==> src/rtl/sc_transi_shifter.sv <==
// sc_transi_shifter: loads a pattern on start and shifts it once per prescaled tick for a programmed step count.
// Define SC_TRANSISHIFT_ROTATE_EN to make shifts rotations instead of zero-fill logical shifts.
module sc_transi_shifter #(
    parameter int TRANSI_DATAWIDTH  = 8,
    parameter int TRANSI_STEPWIDTH  = 4,
    parameter int TRANSI_PRESCWIDTH = 4,
    parameter int TRANSI_PRESC_MAX  = 9
) (
    input  logic                        SC_TRANSISHIFT_CLOCK_50,
    input  logic                        SC_TRANSISHIFT_RESET_InLow,
    input  logic                        SC_TRANSISHIFT_start_In,
    input  logic                        SC_TRANSISHIFT_dir_In,
    input  logic [TRANSI_STEPWIDTH-1:0] SC_TRANSISHIFT_steps_InBUS,
    input  logic [TRANSI_DATAWIDTH-1:0] SC_TRANSISHIFT_data_InBUS,
    output logic [TRANSI_DATAWIDTH-1:0] SC_TRANSISHIFT_data_OutBUS,
    output logic                        SC_TRANSISHIFT_busy_Out,
    output logic                        SC_TRANSISHIFT_done_Out
);
    typedef enum logic [1:0] {IDLE, SHIFT, DONE} state_t;
    state_t                       state_q;
    logic [TRANSI_DATAWIDTH-1:0]  data_q, shifted_d;
    logic [TRANSI_STEPWIDTH-1:0]  steps_q, step_q, step_inc_d;
    logic [TRANSI_PRESCWIDTH-1:0] presc_q;
    logic                         dir_q, busy_q, done_q;
    always_comb begin
`ifdef SC_TRANSISHIFT_ROTATE_EN
        shifted_d = dir_q ? {data_q[0], data_q[TRANSI_DATAWIDTH-1:1]}
                          : {data_q[TRANSI_DATAWIDTH-2:0], data_q[TRANSI_DATAWIDTH-1]};
`else
        shifted_d = dir_q ? {1'b0, data_q[TRANSI_DATAWIDTH-1:1]}
                          : {data_q[TRANSI_DATAWIDTH-2:0], 1'b0};
`endif
        step_inc_d = step_q + 1'b1;
    end
    // busy/done are registered alongside the state so they track it exactly
    always_ff @(posedge SC_TRANSISHIFT_CLOCK_50 or negedge SC_TRANSISHIFT_RESET_InLow) begin
        if (!SC_TRANSISHIFT_RESET_InLow) begin
            state_q <= IDLE;
            data_q  <= '0;
            steps_q <= '0;
            step_q  <= '0;
            presc_q <= '0;
            dir_q   <= 1'b0;
            busy_q  <= 1'b0;
            done_q  <= 1'b0;
        end else begin
            case (state_q)
                IDLE: if (SC_TRANSISHIFT_start_In) begin
                    data_q  <= SC_TRANSISHIFT_data_InBUS;
                    dir_q   <= SC_TRANSISHIFT_dir_In;
                    steps_q <= SC_TRANSISHIFT_steps_InBUS;
                    step_q  <= '0;
                    presc_q <= '0;
                    state_q <= (SC_TRANSISHIFT_steps_InBUS == '0) ? DONE : SHIFT;
                    busy_q  <= (SC_TRANSISHIFT_steps_InBUS != '0);
                    done_q  <= (SC_TRANSISHIFT_steps_InBUS == '0);
                end
                SHIFT: if (presc_q == TRANSI_PRESCWIDTH'(TRANSI_PRESC_MAX)) begin
                    presc_q <= '0;
                    data_q  <= shifted_d;
                    step_q  <= step_inc_d;
                    if (step_inc_d == steps_q) begin
                        state_q <= DONE;
                        busy_q  <= 1'b0;
                        done_q  <= 1'b1;
                    end
                end else begin
                    presc_q <= presc_q + 1'b1;
                end
                DONE: begin
                    state_q <= IDLE;
                    done_q  <= 1'b0;
                end
                default: begin
                    state_q <= IDLE;
                    busy_q  <= 1'b0;
                    done_q  <= 1'b0;
                end
            endcase
        end
    end
    assign SC_TRANSISHIFT_data_OutBUS = data_q;
    assign SC_TRANSISHIFT_busy_Out    = busy_q;
    assign SC_TRANSISHIFT_done_Out    = done_q;
endmodule

==> config.mk <==
export PLATFORM = sky130hd
export DESIGN_NAME = sc_transi_shifter
export DESIGN_NICKNAME = d
export VERILOG_FILES = /design/src/rtl/sc_transi_shifter.sv
export SDC_FILE = /design/constraint.sdc
export NUM_CORES = 1
export LEC_CHECK = 0
export CAP_MARGIN = 30
export CORE_MARGIN = 10
export CORE_UTILIZATION = 30
export DETAILED_ROUTE_END_ITERATION = 8
export GPL_ROUTABILITY_DRIVEN = 1
export PLACE_DENSITY = 0.53
export SKIP_CTS_REPAIR_TIMING = 1
export SLEW_MARGIN = 10
export SYNTH_ARGS = -nofsm -noshare
export SYNTH_HDL_FRONTEND = slang
export SYNTH_SLANG_ARGS = --single-unit
==> constraint.sdc <==
create_clock -name SC_TRANSISHIFT_CLOCK_50 -period 2.8 [get_ports SC_TRANSISHIFT_CLOCK_50]
set_input_delay 0.56 -clock SC_TRANSISHIFT_CLOCK_50 [delete_from_list [all_inputs] [get_ports SC_TRANSISHIFT_CLOCK_50]]
set_output_delay 0.56 -clock SC_TRANSISHIFT_CLOCK_50 [all_outputs]
set_load 0.01 [all_outputs]
==> out/results.tsv <==
metric	value	unit
status	complete, no violations	
grt_pass1_wl	5.444	mm
fin_nets	183	
total_power	1.743	mW
worst_slew_pin_slew	0.5186	ns
drv_slew	0	
drc_errors	0	
dieArea	7589	um2
final_util	0.3917	
cp.arrival	1.49	ns
ys_types	35	
top_layer_used	met4	
maxCapViolCount	0	
ys_async_sr_fraction	1.000	
ys_seq_area_frac	0.4444	
crit_slowest_cell	clkdlybuf4s50_1	
path_clk_slew	0.09	ns
cts_root_buf	clkbuf_8	
synth.ff_latch_count	24	
tns	0	ns
num_antenna_cells	0	
die_height	87.12	um
relSlewSlack	0.6511	
fin_skew	0.001862	ns
synth_area_leader_cell	dfrtp_1	
worst-path-buf-inv	1	
htreeDepth	1	
drive_gt1_frac	0.09816	
nFillCells	429	
synth_flop_cell	dfrtp_1	
wire_per_inst	14.52	um
syn-cell-area	1351	um2
core_area	4354	um2
max_freq	0.4870	GHz
seq_area	600.6	um2
wl_met1	1.399	mm
clock_latency	0.26	ns
wirelength	3.122	mm
vias	1056	
grt_usage	0.08877	
critPathKind	flip-flop to output port	
multi_input_area	699.4	um2
synth_area_leaders	dfrtp_1, nand2_1, mux2i_1	
route.met3.wl	60	um
dp_hpwl	2.355	mm
io_buffers	25	
hold_slack	0.5063	ns
dr.pass1.iters	4	
layout_commonest_cell	nand2_1	
yosysTopAreaCellShare	0.4444	
path_cells	clkdlybuf4s50_1	
dp.cells	211	
final_cells	215	
mostFrequentLayoutCells	nand2_1, clkdlybuf4s50_1, dfrtp_1	
cts_tree	done	
grt.overflow.total	0	
fin_crit	2.053	ns
fp-row-count	24	
cpLargestDelayFamily	buffers and inverters	
power_density	1022	nW/um2
rsz0062_at_grt	no	
hold_path_class	flip-flop to flip-flop	
clock_sinks	24	
cts_buffers	3	
synth_edf_count	0	
fin_crit_sh	0.7334	
yosysWarnings	0	
area_delta_synth_final	26.20	%
leakagePower	0.7571	nW
slowest_delay	0.62	ns
grt_pass1_vias	1148	
die_width	87.12	um
antenna_found_initial	0	
viasPerCell	4.912	
synthCells	139	
finalHoldViolCount	0	
grt_max_degree	25	
crit_required	2.24	ns
syn_area_per_cell	9.722	um2
ir_worst_vdd	0.2947	mV
ant_nets	0	
drt_iter0_drc	54	
boundaryPins	26	
startpoint_type	flip-flop	
routabilityCongestion	0.7403	
crit_path_end_kind	output port	
initial_core_util	0.3103	
clk_path_buf_depth	2	
setup-violations-final	0	
met2_length	1.614	mm
critPathMaxFanout	10	
synth.net_count	158	
path summary, 6_finish.rpt:
kind                                                                  end  slack [ns]  cells after the start                                start
worst max-delay path                              SC_TRANSISHIFT_done_Out        0.75                      1  SC_TRANSISHIFT_done_Out$_DFFE_PN0P_
worst min-delay path                               steps_q[1]$_DFFE_PN0P_        0.51                      2               steps_q[1]$_DFFE_PN0P_
worst max register to register                      step_q[2]$_DFFE_PN0P_        1.13                      5               presc_q[0]$_DFFE_PN0P_
worst min register to register                     steps_q[1]$_DFFE_PN0P_        0.51                      2               steps_q[1]$_DFFE_PN0P_
max in group asynchronous       SC_TRANSISHIFT_data_OutBUS[6]$_DFFE_PN0P_        1.91                      2           SC_TRANSISHIFT_RESET_InLow
min in group asynchronous                          steps_q[3]$_DFFE_PN0P_        0.64                      2           SC_TRANSISHIFT_RESET_InLow
cells in the mapped netlist, drive strengths merged, types with 3 or more instances:
library cell,number
dfrtp,24
nand2,28
a21oi,10
mux2i,7
buf,7
nor2,11
nand2b,3
o21ai,14
and3,3
xnor2,3
nor3b,3
ha,3
logic make-up (layout without fill, tap and decap cells):
group | count (synthesis) | in the layout | synth area share
and+or+nand+nor | 59 | 59 | 0.2352
AOI/OAI and AO/OA | 31 | 31 | 0.1454
DFF | 24 | 24 | 0.4444
muxes | 8 | 8 | 0.06019
buffers and inverters | 8 | 32 | 0.03796
xor gates and xnor gates | 6 | 6 | 0.04908
adders and majority gates | 3 | 3 | 0.02778
per-layer routing:
metal / up-vias / global-route usage
met1: 512 / 0.1014
met2: 7 / 0.1526
met3: 2 / 0.01779
met5: - / 0
met4: 0 / 0.04493
li1: 535 / -
per-stage QoR:
stage                     area [um2]  worst slack (ns)
after floorplan                 1351             1.298
after global placement          1634            0.7515
after detailed placement        1634            0.6574
after CTS                       1705            0.7343
after global routing            1705            0.7011
final                           1705            0.7465
where the power goes:
group          internal (mW)  switching (mW)
Clock                  0.191           0.116
Combinational          0.385           0.386
Sequential             0.486           0.179
Total                   1.06           0.681
worst register-to-register path, cell delays in order (launching register included):
cell,delay (ns)
dfrtp_1,0.45
ha_1,0.28
and3b_4,0.23
a21oi_4,0.41
o21ai_1,0.14
o31ai_1,0.08
layout make-up:
cell class	count	share of cell area
tap	52	0.03815
multi-input combinational	107	0.4101
inverter	1	0.002201
sequential	24	0.3522
timing repair buffer	27	0.1555
clock buffer	3	0.02421
clock inverter	1	0.01761
registers in the layout (all words and copies together), names as in the netlist:
| signal | count |
|---|---|
| presc_q | 4 |
| step_q | 4 |
| state_q | 1 |
| steps_q | 4 |
| SC_TRANSISHIFT_done_Out | 1 |
| SC_TRANSISHIFT_busy_Out | 1 |
| dir_q | 1 |
| SC_TRANSISHIFT_data_OutBUS | 8 |
Note: power is estimated with default switching activity, not from simulation.
